File: src/rtl/vending_machine_param.sv
// Parameterised coin-operated vending controller with registered outputs.
// Optional refund-on-cancel support is enabled by defining VEND_CANCEL_EN.
module vending_machine_param #(
   parameter int  N_ITEMS    = 4,
   parameter int  PRICE      = 3,
   parameter int  MAX_CREDIT = 8,
   localparam int SEL_W      = $clog2(N_ITEMS)
) (
   input  logic             clk,
   input  logic             rst,
   input  logic             coin_valid,
   input  logic [1:0]       coin,
   input  logic             sel_valid,
   input  logic [SEL_W-1:0] sel,
`ifdef VEND_CANCEL_EN
   input  logic             cancel,
`endif
   output logic             coin_reject,
   output logic             short_credit,
   output logic             dispense_valid,
   output logic [SEL_W-1:0] dispense_item,
   input  logic             dispense_ready,
   output logic             change_valid,
   output logic [1:0]       change_coin,
   input  logic             change_ready,
   output logic [4:0]       credit,
   output logic             busy
);

   typedef enum logic [1:0] {IDLE, CREDIT, VEND, CHANGE} state_t;

   localparam logic [4:0] PRICE_U = 5'(PRICE);
   localparam logic [5:0] MAX_U   = 6'(MAX_CREDIT);

   state_t           state_q, state_d;
   logic [4:0]       credit_q, credit_d;
   logic [SEL_W-1:0] item_q, item_d;
   logic             coin_reject_q, coin_reject_d;
   logic             short_credit_q, short_credit_d;
   logic             dispense_valid_q, dispense_valid_d;
   logic             change_valid_q, change_valid_d;
   logic [1:0]       change_coin_q, change_coin_d;
   logic             busy_q, busy_d;

   logic       cancel_req;
   logic [2:0] coin_units;
   logic [5:0] credit_sum;
   logic       coin_offered;
   logic       coin_fits;
   logic       sel_in_range;
   logic [4:0] change_step;

`ifdef VEND_CANCEL_EN
   assign cancel_req = cancel;
`else
   assign cancel_req = 1'b0;
`endif

   always_comb begin
      coin_units = 3'd0;
      case (coin)
         2'b01:   coin_units = 3'd1;
         2'b10:   coin_units = 3'd2;
         2'b11:   coin_units = 3'd4;
         default: coin_units = 3'd0;
      endcase
   end

   assign coin_offered = coin_valid && (coin != 2'b00);
   assign credit_sum   = {1'b0, credit_q} + {3'b000, coin_units};
   assign coin_fits    = (credit_sum <= MAX_U);
   assign sel_in_range = (int'(sel) < N_ITEMS);
   assign change_step  = (credit_q >= 5'd2) ? 5'd2 : 5'd1;

   always_comb begin
      state_d        = state_q;
      credit_d       = credit_q;
      item_d         = item_q;
      coin_reject_d  = 1'b0;
      short_credit_d = 1'b0;

      case (state_q)
         IDLE, CREDIT: begin
            // Coins and selections are judged independently against the pre-coin credit.
            if (coin_offered) begin
               if (coin_fits) begin
                  credit_d = credit_sum[4:0];
                  state_d  = CREDIT;
               end else begin
                  coin_reject_d = 1'b1;
               end
            end
            if (state_q == CREDIT && cancel_req) begin
               state_d = CHANGE;
            end else if (sel_valid && sel_in_range) begin
               if (credit_q >= PRICE_U) begin
                  item_d  = sel;
                  state_d = VEND;
               end else begin
                  short_credit_d = 1'b1;
               end
            end
         end
         VEND: begin
            coin_reject_d = coin_offered;
            if (dispense_ready) begin
               credit_d = credit_q - PRICE_U;
               state_d  = (credit_q == PRICE_U) ? IDLE : CHANGE;
            end
         end
         CHANGE: begin
            coin_reject_d = coin_offered;
            if (change_ready) begin
               credit_d = credit_q - change_step;
               if (credit_q == change_step) begin
                  state_d = IDLE;
               end
            end
         end
         default: state_d = IDLE;
      endcase

      // Outputs are decoded from the next state so they appear registered.
      dispense_valid_d = (state_d == VEND);
      change_valid_d   = (state_d == CHANGE);
      busy_d           = dispense_valid_d || change_valid_d;
      change_coin_d    = 2'b00;
      if (change_valid_d) begin
         change_coin_d = (credit_d >= 5'd2) ? 2'b10 : 2'b01;
      end
   end

   always_ff @(posedge clk) begin
      if (rst) begin
         state_q          <= IDLE;
         credit_q         <= '0;
         item_q           <= '0;
         coin_reject_q    <= 1'b0;
         short_credit_q   <= 1'b0;
         dispense_valid_q <= 1'b0;
         change_valid_q   <= 1'b0;
         change_coin_q    <= 2'b00;
         busy_q           <= 1'b0;
      end else begin
         state_q          <= state_d;
         credit_q         <= credit_d;
         item_q           <= item_d;
         coin_reject_q    <= coin_reject_d;
         short_credit_q   <= short_credit_d;
         dispense_valid_q <= dispense_valid_d;
         change_valid_q   <= change_valid_d;
         change_coin_q    <= change_coin_d;
         busy_q           <= busy_d;
      end
   end

   assign coin_reject    = coin_reject_q;
   assign short_credit   = short_credit_q;
   assign dispense_valid = dispense_valid_q;
   assign dispense_item  = item_q;
   assign change_valid   = change_valid_q;
   assign change_coin    = change_coin_q;
   assign credit         = credit_q;
   assign busy           = busy_q;

endmodule

File: config.mk
export PLATFORM = sky130hd
export DESIGN_NAME = vending_machine_param
export DESIGN_NICKNAME = d
export VERILOG_FILES = /design/src/rtl/vending_machine_param.sv
export SDC_FILE = /design/constraint.sdc
export NUM_CORES = 1
export LEC_CHECK = 0
export BUFFER_PORTS_ARGS = -buffer_cell sky130_fd_sc_hd__buf_2
export CORE_ASPECT_RATIO = 1.2
export CORE_MARGIN = 2
export CORE_UTILIZATION = 47
export CTS_CLUSTER_SIZE = 28
export DETAILED_ROUTE_END_ITERATION = 16
export PLACE_DENSITY = 0.71
export SYNTH_ARGS = -nofsm -noshare
export SYNTH_HDL_FRONTEND = slang
export SYNTH_SLANG_ARGS = --single-unit
File: constraint.sdc
create_clock -name clk -period 2.76 [get_ports clk]
set_clock_uncertainty 0.15 [all_clocks]
set_input_delay 0.138 -clock clk [delete_from_list [all_inputs] [get_ports clk]]
set_output_delay 0.138 -clock clk [all_outputs]
set_load 0.02 [all_outputs]
==> results by group <==
Outcome
  – Status: finished clean

Setup path
  – CP Data Required Time: roughly 2800 ps
  – Crit-path cells: or3_4 -> or3_4 -> fa_1 -> nand3_2 -> o21ai_2 -> nand3_1 -> nor2_1 -> a311oi_4 -> nand2_1 -> o21a_1
  – Worst path bufs/invs: 0
  – CP top delay family: simple AND/OR/NAND/NOR gates
  – Crit path DAT: 2730 ps
  – CP Capture Type: flop
  – Critical path class: flop to flop
  – CP Launch Type: flop
  – Slowest-stage cell, CP: or3_4
  – CP max stage delay: around 410 ps
  – Max Fanout on Critical Path: 4
  – Most numerous cell on the critical path: or3_4

Yosys
  – Yosys warns: 0
  – Synth Area in Compound Gates: ~22%
  – Mapped cell area: 0.00103 mm²
  – Synth Net Count: between 100 and 150
  – Area share of fa/ha/maj cells after synthesis: roughly 12%
  – Combinational family with the most area after synthesis: simple AND/OR/NAND/NOR gates
  – Simple logic cell fraction of the synthesized area: a little over a quarter
  – Largest cells by area after synthesis: dfxtp_1 29%, ha_1 8.5%, nor2_1 5.1%
  – Avg Cell Area, Syn: 8.45 µm²
  – Synth top area share: between 20% and 30%
  – Area leader, netlist: dfxtp_1
  – Yosys cell types: 38
  – Synthesis-stage register bit count: 15
  – Post-Synth XOR/XNOR Area: under 10%
  – Mux contribution to synthesized area: under 10%
  – Cells after Synth: between 100 and 150
  – Seq/Total Area, Yosys: 29.1%

Route
  – Routed Antenna Nets: 0
  – WL per Instance: 13.5 µm
  – Via count: approximately 1,000
  – Drt total wl: 2.54 mm
  – Drt pass-1 iters: 4
  – DRT iter0 DRCs: 22
  – Vias per cell: 5.44
  – DR DRC count: 0

Final layout
  – Diodes inserted: 0
  – Fillers: around 180
  – Post-route design area: ~0.0014 mm²
  – Final #Nets: 178
  – Area delta synth->final: 32.3%
  – Share of cells above drive strength 1: between 30% and 40%

Global routing
  – Global Route Usage Sum: roughly a fifth
  – Vias in the first global route: 925
  – Initial antenna violation count: 0
  – Overflow after GRT: 0
  – Largest net degree at the start of global routing: 20
  – Global-route wire length before repair: around 4.0 mm

Hold path
  – Worst hold path type: input pin to flop

Clocking
  – H-Tree Depth: 1
  – CTS root buffer: clkbuf_4
  – Worst skew pair latency: between 200 and 300 ps
  – CTS Sinks: 15
  – Number of buffers created by CTS: 3
  – Longest Clk Path Bufs: 2
  – CTS tree: built
  – Reg clk slew, reported paths: ~90 ps

Timing
  – Max Clk Rate: 0.371 GHz
  – Worst-margin pin slew: between 500 and 600 ps
  – Fin. Hold Viols: 0
  – Final Max Tran Viols: 0
  – Hold_ws: roughly 25 ps
  – Post-route setup TNS: 0 ps
  – Fin crit period: about 2700 ps
  – Max transition margin: between 60% and 70%
  – Final count of negative-setup-slack endpoints: 0
  – Tcrit/Tclk final: between 90% and 100%

Floorplanning
  – Core Region: 0.00207 mm²
  – Num rows: 18
  – Starting density of the core: 49.8%
  – DIE AREA: ~0.0026 mm²
  – Die height: between 50 and 60 µm
  – Ports: 24
  – Die X-Extent: 46.8 µm

Pwr
  – Peak supply drop: around 0.67 mV
  – Cell Pwr Density: roughly 1100 mW/mm²
  – PnR Total Power: approximately 0.0015 W
  – Static leakage: 0.619 nW

Placed design
  – Final Wtd Congestion: 0.850
  – PortBufs: 23
  – Hpwl dp: around 1.9 mm
  – Placed Area: ~0.0012 mm²

Flow run
  – Max_cap viols: 0
[cell usage after synthesis, drive strengths merged]
| cell | n |
|---|---|
| mux2i | 3 |
| a21oi | 6 |
| xor2 | 1 |
| mux2 | 1 |
| nand2 | 9 |
| dfxtp | 15 |
| nor4 | 2 |
| a21o | 3 |
| nor2b | 3 |
| inv | 5 |
| o32ai | 1 |
| a211oi | 2 |
| o21a | 2 |
| nor3b | 1 |
| nor3 | 4 |
| xnor2 | 2 |
| or2 | 2 |
| fa | 2 |
| and3 | 1 |
| o22a | 1 |
| o21ai | 6 |
| o311ai | 1 |
| clkbuf | 5 |
| a311oi | 1 |
| and4 | 1 |
| or3 | 3 |
| o211ai | 4 |
| a211o | 1 |
| ha | 7 |
| nand2b | 3 |
| or4 | 1 |
| nor2 | 14 |
| nand3 | 6 |
| nor4b | 1 |
| o22ai | 1 |
| and2 | 1 |
[final cells by class]
cell class	instances	area, µm²	share of cell area [%]
Clock buffer	3	22.5	1.65
Multi-Input combinational cell	97	746	54.7
Sequential cell	15	304	22.3
Timing Repair Buffer	37	228	16.7
Tap cell	30	37.5	2.75
Inverter	5	21.3	1.56
Clock inverter	1	5.00	0.367
[report_power, final]
group / switching, W / internal (W)
combinational: 0.000579 / 0.000478
clock: 0.0000746 / 0.0000539
sequential: 0.0000565 / 0.000282
total: 0.000710 / 0.000814
[cells by family after synthesis]
family / count (synthesis)
xor gates and xnor gates: 3
buffers and inverters: 10
adders and majority gates: 9
muxes: 4
DFF: 15
and+or+nand+nor: 52
AOI/OAI and AO/OA: 29
[cell usage in the layout, fill, tap and decap left out, drive strengths merged, types with 2 or more instances in the layout]
master	n
dlygate4sd3	3
nand2	9
inv	5
dfxtp	15
nor3	4
nor2	14
nand3	6
buf	34
mux2i	3
fa	2
or2	2
nand2b	3
clkbuf	3
o21ai	6
a211oi	2
o211ai	4
o21a	2
or3	3
nor4	2
a21oi	6
xnor2	2
ha	7
a21o	3
nor2b	3
[path summary, 6_finish.rpt]
check	to	cells after the start	start	slack, ps
setup / recovery	change_coin[1]	10	credit[3]	70
hold / removal	credit[0]	2	rst	30
setup reg to reg	change_coin[1]	10	credit[3]	70
hold reg to reg	dispense_item[1]	2	dispense_item[1]	350
[flip-flops by register name, summed over array words and instances (netlist names)]
signal / count
change_valid: 1
short_credit: 1
coin_reject: 1
dispense_valid: 1
credit: 5
dispense_item: 2
change_coin: 2
state_q: 2
[per-layer routing]
layer	wire [µm]	vias to the layer above	track usage (%)	share of wire, %
met3	91	4	2.94	3.6
met1	1090	480	28.0	43
met2	1330	23	33.5	52
met5	0	-	0	0
li1	-	515	-	-
met4	32	0	4.76	1.3
[worst register-to-register path, cell delays in order, from the launching register on]
cell and delay (ps):
dfxtp_2 330, or3_4 390, or3_4 410, fa_1 410
nand3_2 100, o21ai_2 90, nand3_1 90, nor2_1 60
a311oi_4 310, nand2_1 90, o21a_1 180
[through the flow]
stage / util [%] / std cells / worst slack (ps)
after floorplan: - / 122 / 29.1
after global placement: 59.8 / 180 / 29.6
after detailed placement: 59.8 / 180 / -57.8
after CTS: 63.0 / 187 / 12.1
after global routing: 65.8 / 188 / -4.42
final: 65.8 / 188 / 65.6
[timing repair]
item | 4_1_cts | 5_1_grt
resized for setup | 3 | 12
buffers inserted | 0 | 1
setup endpoints to repair | 2 | 2
cloned | 0 | 0
hold endpoints to repair | 3 | 0
hold buffers | 3 | 0
pin swaps | 0 | 8
(Power assumes the default switching activity.)
